**config.mk**
```make
export PLATFORM = sky130hd
export DESIGN_NAME = hilo_muldiv_ctrl
export DESIGN_NICKNAME = d
export VERILOG_FILES = /design/src/rtl/hilo_muldiv_ctrl.sv
export SDC_FILE = /design/constraint.sdc
export NUM_CORES = 1
export LEC_CHECK = 0
export BUFFER_PORTS_ARGS = -buffer_cell sky130_fd_sc_hd__buf_4
export CORE_UTILIZATION = 39
export CTS_CLUSTER_DIAMETER = 100
export DETAILED_ROUTE_END_ITERATION = 12
export GPL_ROUTABILITY_DRIVEN = 0
export PLACE_DENSITY = 0.77
export SETUP_SLACK_MARGIN = 0.2
export SLEW_MARGIN = 20
export SYNTH_ARGS = -nofsm -noshare
export SYNTH_HDL_FRONTEND = slang
export SYNTH_SLANG_ARGS = --single-unit
export TNS_END_PERCENT = 5
```
**constraint.sdc**
```tcl
create_clock -name clk -period 2.49 [get_ports clk]
set_clock_uncertainty 0.05 [all_clocks]
set_input_delay 0.498 -clock clk [delete_from_list [all_inputs] [get_ports clk]]
set_output_delay 0.498 -clock clk [all_outputs]
set_load 0.01 [all_outputs]
```
**src/rtl/hilo_muldiv_ctrl.sv**
```systemverilog
// HI/LO sequencer for the shared iterative multiplier and divider.
// Owns the architectural HI/LO registers. It issues one-cycle start pulses
// to the Mult/Div units. It stalls only HI/LO-class instructions while an
// operation is in flight.
module hilo_muldiv_ctrl #(
  parameter int TIMEOUT_CYCLES = 64,
  parameter int CNT_W          = 7
) (
  input  logic        clk,
  input  logic        reset,
  input  logic        op_valid,
  input  logic [5:0]  funct,
  input  logic [31:0] src_a,
  input  logic [31:0] src_b,
  output logic        stall,
  output logic        busy,
  output logic [31:0] op_a,
  output logic [31:0] op_b,
  output logic        mul_start,
  output logic        mul_sign,
  input  logic        mul_done,
  input  logic [31:0] mul_hi,
  input  logic [31:0] mul_lo,
  output logic        div_start,
  output logic        div_sign,
  input  logic        div_done,
  input  logic [31:0] div_hi,
  input  logic [31:0] div_lo,
  output logic [31:0] hi,
  output logic [31:0] lo,
  output logic        div_zero,
  output logic        timeout
);

  localparam logic [5:0] F_MFHI  = 6'b010000;
  localparam logic [5:0] F_MTHI  = 6'b010001;
  localparam logic [5:0] F_MFLO  = 6'b010010;
  localparam logic [5:0] F_MTLO  = 6'b010011;
  localparam logic [5:0] F_MULT  = 6'b011000;
  localparam logic [5:0] F_MULTU = 6'b011001;
  localparam logic [5:0] F_DIV   = 6'b011010;
  localparam logic [5:0] F_DIVU  = 6'b011011;

  localparam logic [1:0] IDLE     = 2'd0;
  localparam logic [1:0] MUL_WAIT = 2'd1;
  localparam logic [1:0] DIV_WAIT = 2'd2;

  localparam logic [CNT_W-1:0] CNT_LIM = CNT_W'(TIMEOUT_CYCLES);
  localparam logic [CNT_W-1:0] CNT_ONE = CNT_W'(1);

  logic [1:0]       state;
  logic [CNT_W-1:0] cnt;
  logic [CNT_W-1:0] cnt_inc;
  logic             hilo_class;
  logic             act_done;
  logic [31:0]      act_hi;
  logic [31:0]      act_lo;

  // Decode HI/LO-class funct codes
  always_comb begin
    hilo_class = 1'b0;
    case (funct)
      F_MFHI, F_MTHI, F_MFLO, F_MTLO,
      F_MULT, F_MULTU, F_DIV, F_DIVU: hilo_class = 1'b1;
      default:                        hilo_class = 1'b0;
    endcase
  end

  assign busy    = (state != IDLE);
  assign stall   = busy & op_valid & hilo_class;
  assign cnt_inc = cnt + CNT_ONE;

  // Select the active unit's result. A done that arrives in the start-pulse
  // cycle is stale (left over from a previous op), so it is masked out.
  always_comb begin
    act_done = 1'b0;
    act_hi   = mul_hi;
    act_lo   = mul_lo;
    if (state == MUL_WAIT) begin
      act_done = mul_done & ~mul_start;
    end else if (state == DIV_WAIT) begin
      act_done = div_done & ~div_start;
      act_hi   = div_hi;
      act_lo   = div_lo;
    end
  end

  // Sequencer FSM, HI/LO registers and operand latches
  always_ff @(posedge clk) begin
    if (reset) begin
      state     <= IDLE;
      cnt       <= '0;
      hi        <= '0;
      lo        <= '0;
      op_a      <= '0;
      op_b      <= '0;
      mul_start <= 1'b0;
      div_start <= 1'b0;
      mul_sign  <= 1'b0;
      div_sign  <= 1'b0;
      div_zero  <= 1'b0;
      timeout   <= 1'b0;
    end else begin
      mul_start <= 1'b0;
      div_start <= 1'b0;
      div_zero  <= 1'b0;
      timeout   <= 1'b0;
      case (state)
        IDLE: begin
          cnt <= '0;
          if (op_valid) begin
            case (funct)
              F_MTHI: hi <= src_a;
              F_MTLO: lo <= src_a;
              F_MULT, F_MULTU: begin
                op_a      <= src_a;
                op_b      <= src_b;
                mul_sign  <= (funct == F_MULT);
                mul_start <= 1'b1;
                state     <= MUL_WAIT;
              end
              F_DIV, F_DIVU: begin
                if (src_b == 32'd0) begin
                  div_zero <= 1'b1;
                end else begin
                  op_a      <= src_a;
                  op_b      <= src_b;
                  div_sign  <= (funct == F_DIV);
                  div_start <= 1'b1;
                  state     <= DIV_WAIT;
                end
              end
              default: ;
            endcase
          end
        end
        MUL_WAIT, DIV_WAIT: begin
          // done beats the timeout when both land in the same cycle
          if (act_done) begin
            hi    <= act_hi;
            lo    <= act_lo;
            state <= IDLE;
            cnt   <= '0;
          end else if (cnt_inc == CNT_LIM) begin
            timeout <= 1'b1;
            state   <= IDLE;
            cnt     <= '0;
          end else begin
            cnt <= cnt_inc;
          end
        end
        default: begin
          state <= IDLE;
          cnt   <= '0;
        end
      endcase
    end
  end

endmodule

```
# == After elaboration in Yosys (flattened, before gate mapping) ==
# Memory sizes are Yosys's and may differ from the RTL's.
# Index checks and enable logic that the tools add are counted.
# op_classes
bitwise,11
eq_ne,17
n_mux,29
add_sub_neg,1
n_reduce_logical,18
# op_table
operator,n
32-bit two-way mux,12
32-bit case mux with 2 select lines,4
"6-bit by 5-bit == test with 1-bit output, second input constant",6
32-bit logical NOT,1
4-bit AND reduction,5
2-bit two-way mux,4
2-bit case mux with 2 select lines,2
4-bit OR reduction,2
"7-bit by 1-bit adder with 7-bit output, second input constant",1
"7-bit == test, second input constant",1
1-bit two-way mux,7
1-bit inverter,7
"2-bit inequality test, second input constant",3
"3-bit inequality test, second input constant",2
2-bit nonzero test,3
2-bit OR reduction,3
3-bit OR reduction,2
1-bit AND,4
"2-bit by 1-bit inequality test with 1-bit output, second input constant",2
"3-bit by 1-bit inequality test with 1-bit output, second input constant",1
3-bit AND reduction,1
"2-bit by 1-bit == test with 1-bit output, second input constant",1
"2-bit == test, second input constant",1
2-bit logical NOT,1
# totals
register_bits,143
inputBits,203
mem_bits_ro,32
mem_count,1
output_inout_bits,136
wordCells,89
# memory_table
memory,depth,word_bits,rd,rd_ports_with_merged_regs,write_ports,line_no,rtl
(no name shown),32,1,1,0,0,62,case (funct)

# == Logic depth before layout (Yosys ltp) ==
# depth
ltp_word,6
ltp_mapped,9
ltp_nobuf,7

# == Worst setup path after synthesis ==
# Ideal clock, no wire load.
# synth_path
kind,register -> register
start,register state[0]
end,register lo[11]
period_less_slack_ps,2003
setup_time_ps,70
stages_incl_launch_ff,10
required_time_ps,2370
path_buffers,3
arrival_time_ps,1882
slack_ps,487
path_cell_list,dfxtp_1 inv_1 ha_1 buf_2 nor2b_1 o21ai_4 buf_6 clkbuf_1 nand2_1 a21oi_1
# synth_via
elab_chain_len,5
word_cells_on_any_way,15
classes_between,eq/ne: 5; mux: 6; reduce/logical: 4
# synth_rtl
element,line_no,rtl
from (decl),51,logic [1:0] state;
from (signal assigned),91,state <= IDLE;
from (signal assigned),120,state <= MUL_WAIT;
from (signal assigned),130,state <= DIV_WAIT;
2-bit == test,"81, 108",
1-bit two-way mux / 32-bit two-way mux (equally long branches),81,end else if (state == DIV_WAIT) begin
1-bit two-way mux / 32-bit two-way mux (equally long branches),79,if (state == MUL_WAIT) begin
2-bit inequality test (no source line) / 32-bit two-way mux (equally long branches),n/a,
4-bit AND reduction (no source line) / 32-bit case mux with 2 select lines (equally long branches),n/a,
to (signal assigned),114,F_MTLO: lo <= src_a;
to (signal assigned),141,lo <= act_lo;
to (decl),30,"output logic [31:0] lo,"
# Parallel ways exist; a longest one is shown, timed or not. The select of a mux whose other input is x is not followed.
# A chain may end at the register's enable or synchronous reset.

# == Final worst setup path ==
# layout_path
start,register state[1]
end,register lo[4]
# Same word-level chain as after synthesis.

==> metrics.md <==
| Metric | Value |
|---|---|
| Outcome | `finished, final reports clean` |
| Hold Vio Cnt, Final | `0` |
| Number of synthesized flops with an enable pin | `0` |
| Minimum clock period | `2170 ps` |
| Area growth syn-to-layout | `51.1%` |
| Largest family of logic cells by synthesized area | `compound AO/OA/AOI/OAI gates` |
| Syn Nets | `1056` |
| Ys Warns | `0` |
| Period utilization | `87.1%` |
| CTS Hold Bufs | `0` |
| Die area | `17300 um^2` |
| Clock Sink Count | `143` |
| CTS Buf Count | `17` |
| Longest Clk Path Bufs | `2` |
| Post-route design area | `9880 um^2` |
| Synth Area in Compound Gates | `26.5%` |
| WL/cell | `17.8 um` |
| Htree depth | `4` |
| Drt drc | `0` |
| R2R setup slack | `320 ps` |
| RSZ-0062 raised after global routing | `false` |
| Synth top area cells | `dfxtp_1 44%, nand2_1 11%, a21oi_1 9.9%, a311o_1 9.8%, nand3_1 5.2%` |
| Worst-margin pin slew | `between 500 and 600 ps` |
| CTS Root Cell | `clkbuf_16` |
| Synth Register Bits | `roughly 140` |
| Final #Nets | `1350` |
| Reg clk slew, reported paths | `60 ps` |
| Largest net degree at the start of global routing | `67` |
| Fill cell count | `1514` |
| Seq/Total Area, Yosys | `43.8%` |
| Fin util | `61.3%` |
| GR Overflow Total | `0` |
| IO Count | `~340` |
| Max-cap viol count | `0` |
| Syn avg cell area | `7.70 um^2` |
| CP Launch Type | `flip-flop` |
| XOR/XNOR Fraction of Synth Area | `0.669%` |
| Initial cell density of the core | `40.6%` |
| Crit path capture type | `flip-flop` |
| Worst hold slack | `253 ps` |
| Gate count of the mapped netlist | `849` |
| Synth Flop Type | `dfxtp_1` |
| Final wirelength | `24400 um` |
| Critical path fanouts, max | `roughly 40` |
| Initial DRC count | `601` |
| I/O Buffers | `338` |
| HP Class | `in2reg` |
| Post-synthesis mux area share | `0%` |
| Layout cell share with drive strength beyond 1 | `between 30 and 40%` |
| Top cell type by total area after synthesis | `dfxtp_1` |
| Die Wd | `between 100 and 150 um` |
| Core ar. | `16100 um^2` |
| Design Power | `about 5.4 mW` |
| Fin Setup TNS | `0 ps` |
| Simple-gate share of the synthesized area | `22.5%` |
| Gr usage total | `27.5%` |
| Post-synth cell types | `41` |
| DIE HEIGHT | `around 130 um` |
| Share of flip-flops with an asynchronous set or reset | `0%` |
| Synth Cell Area | `6540 um^2` |
| Adder-cell area share of the yosys netlist | `less than 1%` |
| Via count | `about 7500` |
| Drt via density | `about 5.5` |
| First-pass DRT Iterations | `5` |
| F_max | `461 MHz` |
| Antenna-violating nets left | `0` |
| Rel. slew slack | `60.6%` |
| Initial antenna violation count | `0` |
| WP data arrival | `2450 ps` |
| Post-DP Area | `9270 um^2` |
| Vias in the first global route | `7087` |
| Class of the most critical setup path | `reg2reg` |
| # rows | `46` |
| Max-slew violations | `0` |
| Peak VDD IR | `438 uV` |
| DP HPWL | `17300 um` |
| Setup Viol. Count Final | `0` |
| First-pass GRT wire length | `between 30000 and 40000 um` |
| CTS tree | `built` |
| # diodes | `0` |
| Critical Path RT | `2770 ps` |
| Share of the synthesized area in the top cell type | `around 44%` |
| Cell Pwr Density | `550 nW/um^2` |
| Pleak | `4.09 nW` |
| Worst-skew pair later-pin latency | `410 ps` |
| Setup repair bufs after CTS | `0` |
-- cell usage in the layout, fill, tap and decap left out, types with 8 or more instances in the layout --
| cell type | instances |
|---|---|
| buf_4 | 346 |
| nand2_1 | 196 |
| dfxtp_1 | 143 |
| a21oi_1 | 129 |
| nand3_1 | 68 |
| a311o_1 | 64 |
| o21ai_0 | 57 |
| nor2_1 | 45 |
| clkbuf_16 | 17 |
| nor4_1 | 9 |
| buf_12 | 8 |
-- sequential cells by signal, indices dropped and copies added (netlist names) --
signal and count:
mul_start 1, timeout 1, div_zero 1, op_b 32, cnt 7, lo 32, div_start 1, div_sign 1
state 2, mul_sign 1, op_a 32, hi 32
-- power breakdown --
group / switching (mW) / internal [mW] / leakage [nW]
sequential: 0.0111 / 2.31 / 1.15
clock: 0.976 / 1.62 / 0.292
combinational: 0.240 / 0.285 / 2.65
-- kinds of logic (layout without fill, tap and decap cells) --
group | count (synthesis) | count (layout)
adders and majority gates | 4 | 4
AOI/OAI and AO/OA | 269 | 269
and+or+nand+nor | 341 | 341
xor gates and xnor gates | 5 | 5
DFF | 143 | 143
buffers and inverters | 87 | 393
-- what timing repair did --
action,CTS,global route
gates resized for setup,1,2
setup endpoints to repair,1,12
pin swaps,0,1
cloned,0,0
-- path summary, 6_finish.rpt --
kind | from | to | depth (start not counted)
setup / recovery | state[1]$_SDFFE_PP0P_ | lo[4]$_SDFFE_PP0P_ | 8
hold / removal | funct[0] | div_sign$_SDFFE_PP0P_ | 2
setup reg to reg | state[1]$_SDFFE_PP0P_ | lo[4]$_SDFFE_PP0P_ | 8
hold reg to reg | hi[8]$_SDFFE_PP0P_ | hi[8]$_SDFFE_PP0P_ | 2
-- through the flow --
stage,instances,worst slack (ps)
after CTS,1371,288
after floorplan,849,487
final,1371,322
after global placement,1340,130
after detailed placement,1340,143
after global routing,1371,215
-- cell usage after synthesis (all sizes together), types with 2 or more instances --
cell type,number
xnor2,2
nand2b,2
xor2,3
o21ai,66
nor3,5
ha,4
a32o,2
nand3,69
nor2,46
nand2,196
nor2b,2
nor4,9
clkbuf,50
dfxtp,143
nand4,5
a211oi,2
inv,7
a311o,64
buf,30
a21oi,129
-- per-layer routing --
layer | vias to the layer above | wire, um | track usage (%)
li1 | 3598 | - | -
met1 | 3553 | 9940 | 33.4
met2 | 344 | 12000 | 46.1
met3 | 44 | 1870 | 6.71
met4 | 0 | 624 | 11.4
met5 | - | 0 | 0
-- cell type report --
class / count / area (um^2) / share of cell area (%)
clock inverters: 11 / 139 / 1.41
flip-flops and latches: 143 / 2860 / 29.0
well taps: 216 / 270 / 2.73
repair buffers: 355 / 2770 / 28.0
multi-input cells: 619 / 3360 / 34.0
inverters: 7 / 26.3 / 0.266
clock buffers: 20 / 457 / 4.62
-- critical path, stage by stage (launching register included) --
cell,delay [ps]
dfxtp_1,350
inv_1,100
ha_1,250
nand2b_4,190
o221ai_4,280
o21ai_4,130
buf_12,190
a311o_1,350
a21oi_1,160
Power figures use the tool's default switching activity.
